### config.mk
export PLATFORM = sky130hd
export DESIGN_NAME = serial_adder_ctrl
export DESIGN_NICKNAME = d
export VERILOG_FILES = /design/src/rtl/serial_adder_pkg.sv /design/src/rtl/bit_adder_cell.sv /design/src/rtl/serial_adder_ctrl.sv
export SDC_FILE = /design/constraint.sdc
export NUM_CORES = 1
export LEC_CHECK = 0
export CORE_MARGIN = 5
export CORE_UTILIZATION = 50
export CTS_CLUSTER_SIZE = 24
export DETAILED_ROUTE_END_ITERATION = 16
export PLACE_DENSITY = 0.8
export SYNTH_ARGS = -nofsm -noshare
export SYNTH_HDL_FRONTEND = slang
export SYNTH_SLANG_ARGS = --single-unit
export TNS_END_PERCENT = 50
### constraint.sdc
create_clock -name clk -period 2.8 [get_ports clk]
set_input_delay 0.42 -clock clk [delete_from_list [all_inputs] [get_ports clk]]
set_output_delay 0.42 -clock clk [all_outputs]
set_load 0.05 [all_outputs]
### src/rtl/serial_adder_pkg.sv
// Shared types and helpers for the bit-serial adder controller.
package serial_adder_pkg;

    typedef enum logic [1:0] {
        IDLE = 2'd0,
        RUN  = 2'd1,
        DONE = 2'd2
    } state_t;

    // Counter must hold values 0..WIDTH.
    function automatic int cnt_width(input int width);
        return $clog2(width + 1);
    endfunction

endpackage

### src/rtl/bit_adder_cell.sv
// One-bit full adder built from two half adders and a carry OR.
module half_adder (
    input  logic a,
    input  logic b,
    output logic sum,
    output logic carry
);
    assign sum   = a ^ b;
    assign carry = a & b;
endmodule

module bit_adder_cell (
    input  logic A,
    input  logic B,
    input  logic cin,
    output logic sum,
    output logic carry
);
    logic ab_sum;
    logic ab_carry;
    logic sc_carry;

    half_adder u_ha_ab (
        .a     (A),
        .b     (B),
        .sum   (ab_sum),
        .carry (ab_carry)
    );

    half_adder u_ha_sc (
        .a     (ab_sum),
        .b     (cin),
        .sum   (sum),
        .carry (sc_carry)
    );

    assign carry = ab_carry | sc_carry;
endmodule

### src/rtl/serial_adder_ctrl.sv
// Bit-serial WIDTH-bit adder: one shared full-adder cell, LSB first, one bit per clock.
module serial_adder_ctrl
    import serial_adder_pkg::*;
#(
    parameter int WIDTH = 8
) (
    input  logic             clk,
    input  logic             rst_n,
    input  logic             start,
    input  logic [WIDTH-1:0] A,
    input  logic [WIDTH-1:0] B,
    input  logic             cin,
    output logic             busy,
    output logic             done,
    output logic [WIDTH-1:0] sum,
    output logic             carry
);
    localparam int CNT_W = cnt_width(WIDTH);

    state_t             state_reg, state_next;
    logic [WIDTH-1:0]   a_reg, a_next;
    logic [WIDTH-1:0]   b_reg, b_next;
    logic [WIDTH-1:0]   sum_reg, sum_next;
    logic               carry_reg, carry_next;
    logic               carry_out_reg, carry_out_next;
    logic [CNT_W-1:0]   cnt_reg, cnt_next;
    logic               cell_sum;
    logic               cell_carry;
    logic [WIDTH-1:0]   s_msb;

    bit_adder_cell u_cell (
        .A     (a_reg[0]),
        .B     (b_reg[0]),
        .cin   (carry_reg),
        .sum   (cell_sum),
        .carry (cell_carry)
    );

    always_ff @(posedge clk or negedge rst_n) begin
        if (!rst_n) begin
            state_reg     <= IDLE;
            a_reg         <= '0;
            b_reg         <= '0;
            sum_reg       <= '0;
            carry_reg     <= 1'b0;
            carry_out_reg <= 1'b0;
            cnt_reg       <= '0;
        end else begin
            state_reg     <= state_next;
            a_reg         <= a_next;
            b_reg         <= b_next;
            sum_reg       <= sum_next;
            carry_reg     <= carry_next;
            carry_out_reg <= carry_out_next;
            cnt_reg       <= cnt_next;
        end
    end

    always_comb begin
        state_next     = state_reg;
        a_next         = a_reg;
        b_next         = b_reg;
        sum_next       = sum_reg;
        carry_next     = carry_reg;
        carry_out_next = carry_out_reg;
        cnt_next       = cnt_reg;
        // Mask form of the MSB insert keeps WIDTH=1 legal (no empty slice).
        s_msb             = '0;
        s_msb[WIDTH-1]    = cell_sum;

        case (state_reg)
            IDLE, DONE: begin
                if (start) begin
                    a_next     = A;
                    b_next     = B;
                    carry_next = cin;
                    cnt_next   = '0;
                    sum_next   = '0;
                    state_next = RUN;
                end else begin
                    state_next = IDLE;
                end
            end
            RUN: begin
                sum_next   = (sum_reg >> 1) | s_msb;
                a_next     = a_reg >> 1;
                b_next     = b_reg >> 1;
                carry_next = cell_carry;
                cnt_next   = cnt_reg + CNT_W'(1);
                if (cnt_reg == CNT_W'(WIDTH - 1)) begin
                    carry_out_next = cell_carry;
                    state_next     = DONE;
                end
            end
            default: state_next = IDLE;
        endcase
    end

    assign busy  = (state_reg == RUN);
    assign done  = (state_reg == DONE);
    assign sum   = sum_reg;
    assign carry = carry_out_reg;

endmodule

# ---- Word-level counts from Yosys, hierarchy flattened
# Cells that the tools add are included.
dict set report classes {
  n_addsub 1
  eq_ne 5
  muxes 13
  bitwise_logic 6
  n_reduce_logical 5
}
# cell count
set op_table {}
lappend op_table {{$pmux W8 S2} 3}
lappend op_table {{$mux W8} 3}
lappend op_table {{$or A7 B8 Y8} 1}
lappend op_table {{$pmux W4 S2} 1}
lappend op_table {{$add A4 B1 Y4 const B} 1}
lappend op_table {{$eq A4 B3 Y1 const B} 1}
lappend op_table {{$mux W4} 1}
lappend op_table {{$pmux W2 S2} 1}
lappend op_table {{$reduce_and A2 Y1} 2}
lappend op_table {{$and A1 B1 Y1} 2}
lappend op_table {{$eq A2 B1 Y1 const B} 1}
lappend op_table {{$eq A2 B2 Y1 const B} 1}
lappend op_table {{$logic_not A2 Y1} 1}
lappend op_table {{$mux W1} 2}
lappend op_table {{$mux W2} 1}
lappend op_table {{$ne A2 B1 Y1 const B} 1}
lappend op_table {{$ne A2 B2 Y1 const B} 1}
lappend op_table {{$pmux W1 S2} 1}
lappend op_table {{$reduce_bool A2 Y1} 1}
lappend op_table {{$reduce_or A2 Y1} 1}
lappend op_table {{$xor A1 B1 Y1} 2}
lappend op_table {{$or A1 B1 Y1} 1}
dict set report totals {
  ff_bits 32
  out_inout_bits 11
}

# ---- Depth between registers and ports, before layout
dict set report depth {
  word_depth 4
  mapped_depth 7
}

# ---- Cells and area by module
# From an unflattened synthesis, not the netlist that was laid out.
dict set report unflattened {
  hier_cells 103
  area_unflattened_um2 1370.1
}
# module n_inst cells_each area_each_um2 seq_area_each_um2
set by_module_without_submodules {}
lappend by_module_without_submodules {serial_adder_ctrl 1 100 1338.8 800.8}
lappend by_module_without_submodules {half_adder 2 1 12.5 0.0}
lappend by_module_without_submodules {bit_adder_cell 1 1 6.3 0.0}

# ---- Worst setup path after synthesis
# Ideal clock, no wire load.
dict set report synth_path {
  path_kind {register -> output}
  from {reg state_reg[0]}
  to {out done}
  arrival_time_ps 1082
  t_required_ps 2380
  slack_ps 1298
  stages_incl_launch_ff 2
  path_buffers 0
  cell_sequence {dfrtp_1 -> nor2b_1}
}
dict set report synth_via {
  elab_chain_len 1
}
# element line
set synth_lines {}
lappend synth_lines {{from (decl)} serial_adder_ctrl.sv:20} ;# state_t state_reg, state_next;
lappend synth_lines {{from (signal assigned)} serial_adder_ctrl.sv:49} ;# state_reg <= state_next;
lappend synth_lines {{$eq A2 B2 Y1} serial_adder_ctrl.sv:100} ;# assign done = (state_reg == DONE);
lappend synth_lines {{to (decl)} serial_adder_ctrl.sv:14} ;# output logic done,
# No other way between the ends.

# ---- Worst setup path in the final report
# Ends and elaborated chain as after synthesis.

==> flow_summary.json <==
{
  "hold_viol": 0,
  "cts_tree": "yes",
  "yosysSeqAreaShare_pct": 58.7,
  "htreeDepth": 2,
  "synth-edff-count": 0,
  "grt_pass1_vias": 1086,
  "clock_path_buffers": 2,
  "crit_fanout": 4,
  "gp_congestion": 0.789,
  "cp-start-kind": "flip-flop",
  "rows": 19,
  "crit_arrival_ns": 1.66,
  "grt_max_degree": 33,
  "synth_flop_cell": "dfrtp_1",
  "maxCapViolations": 0,
  "crit_type": "reg2out",
  "final_nets": 173,
  "detailedPlace.worstSlack_ns": 0.862,
  "whs_ns": 0.474,
  "critPathLaunch": "state_reg[0]$_DFFE_PN0P_",
  "synth_top_area_share_pct": 58.7,
  "wl_per_cell_um": 16.1,
  "grt_remaining_overflow": 0,
  "rsz0062_at_grt": "no",
  "final-max-slew-violation-count": 0,
  "max-vdd-ir-drop_uv": 862,
  "die_h_um": 62.2,
  "routed_wl_mm": 2.95,
  "vias_per_cell": 5.72,
  "drt_iter0_drc": 26,
  "num-fill-cells": 226,
  "ys_ff_latch": 32,
  "max_freq_mhz": 480,
  "finalClockSkew_ns": 0.00617,
  "clock-root-buffer": "clkbuf_4",
  "powerDensity_mw_per_mm2": 1210,
  "yosys_warnings": 0,
  "dieArea_sq_mm": 0.00387,
  "diodes": 0,
  "drc": 0,
  "holdBufCountCts": 0,
  "clock_sinks": 32,
  "chipWidth_um": 62.2,
  "clk_latency_ns": 0.33,
  "synthArstFlopShare_pct": 100,
  "finalCriticalPeriod_ns": 2.08,
  "hp-class": "in2async",
  "setup_viol": 0,
  "core_sq_mm": 0.00269,
  "portBuffers": 30,
  "dp_hpwl_mm": 1.96,
  "outcome": "completed",
  "vias": 1047,
  "yosysUniqueCellTypes": 23,
  "synth_area_leader_cell": "dfrtp_1",
  "worst_slew_pin_slew_ns": 0.802,
  "pin_count": 31,
  "dp.cells": 175,
  "synth_area_sq_mm": 0.00136,
  "clkTransAtPathRegs_ns": 0.09,
  "layout_setup_ws_ns": 0.717,
  "syn_inst": 119,
  "synth_area_leaders": "dfrtp_1 (59%), a22o_1 (7.1%), a22oi_1 (6.6%), nand3_1 (4.4%), nand2_1 (4.1%)",
  "grtUsageTotal_pct": 16.7,
  "r2r_start": "state_reg[0]$_DFFE_PN0P_",
  "p_leak_nw": 0.797,
  "cts.repair.resized": 0,
  "area_delta_synth_final_pct": 26.6,
  "ant_nets": 0,
  "tns_ns": 0,
  "synth_nets": 141,
  "maxSlewHeadroom_pct": 46.3,
  "required_ns": 2.38,
  "min_period_over_period_pct": 74.4,
  "total_power_mw": 2.09,
  "cts_setup_buffers": 0,
  "grt_pass1_wl_mm": 5.11,
  "dr.pass1.iters": 4,
  "cts_buffers": 5,
  "final_cells": 183,
  "antenna_found_initial": 0,
  "syn_area_per_cell_sq_um": 11.5,
  "worst_setup_path_end_kind": "output pin",
  "drive_gt1_share_pct": 7.89,
  "initial_utilization_pct": 50.8
}
cells by family after synthesis:
group                      share of synthesized area (%)
xor gates and xnor gates                           0.642
buffers and inverters                               5.96
AOI/OAI and AO/OA                                   16.9
DFF                                                 58.7
muxes                                               2.20
adders and majority gates                           2.39
and+or+nand+nor                                     13.2
synthesized netlist by cell type, types with 2 or more instances:
| cell | instances |
|---|---|
| buf_6 | 3 |
| inv_1 | 4 |
| a22oi_1 | 12 |
| nor3_1 | 3 |
| nand3_1 | 12 |
| a221o_1 | 3 |
| mux2i_1 | 3 |
| nand2b_1 | 2 |
| nand2_1 | 15 |
| nor2_1 | 3 |
| clkbuf_1 | 3 |
| nor2b_1 | 3 |
| dfrtp_1 | 32 |
| buf_2 | 2 |
| a22o_1 | 11 |
layer usage:
metal	wire (um)	GRT usage [%]	up-vias
met3	161	5.77	7
li1	-	-	489
met4	54	6.50	0
met5	0	0	-
met1	1250	20.3	521
met2	1480	26.9	30
power breakdown:
part | internal, mW | switching [mW]
combinational | 0.400 | 0.620
sequential | 0.667 | 0.130
clock | 0.124 | 0.152
path summary, 6_finish.rpt:
path,to,slack [ns],cells after the start
min reg2reg,b_reg[2]$_DFFE_PN0P_,0.50,2
min in group clk,b_reg[2]$_DFFE_PN0P_,0.50,2
max,done,0.72,2
max reg2reg,carry_reg$_DFFE_PN0P_,0.93,5
max in group asynchronous,sum[4]$_DFFE_PN0P_,2.04,2
min,b_reg[4]$_DFFE_PN0P_,0.47,2
layout make-up:
cell class              instances  area (sq um)  share of cell area (%)
clock buffers                   8          58.8                    3.41
flip-flops and latches         32           801                    46.4
inverters                       5          18.8                    1.09
well taps                      31          38.8                    2.25
repair buffers                 34           328                    19.0
multi-input cells              73           482                    27.9
metrics by stage:
step	cell area [sq um]	utilization, %
global placement	1670	62.1
CTS	1730	64.3
finish	1730	64.3
floorplan	1360	-
global route	1730	64.3
detailed placement	1670	62.1
worst max-delay path: stages (launching register included):
cell	delay, ns
dfrtp_1	0.42
nor2b_1	0.11
clkdlybuf4s50_1	0.80
placed cells by master (no fill, tap or decap), types with 2 or more instances in the layout:
cell type and instances:
a22o_1 11, nand2b_1 2, mux2i_1 3, clkdlybuf4s50_1 29, nor2b_1 3, clkbuf_1 2, buf_4 5, nand2_1 15
nor2_1 3, nand3_1 12, dfrtp_1 32, clkbuf_4 5, a221o_1 3, a22oi_1 12, nor3_1 3, inv_1 4
No activity file was read; power rests on OpenSTA's default activity.
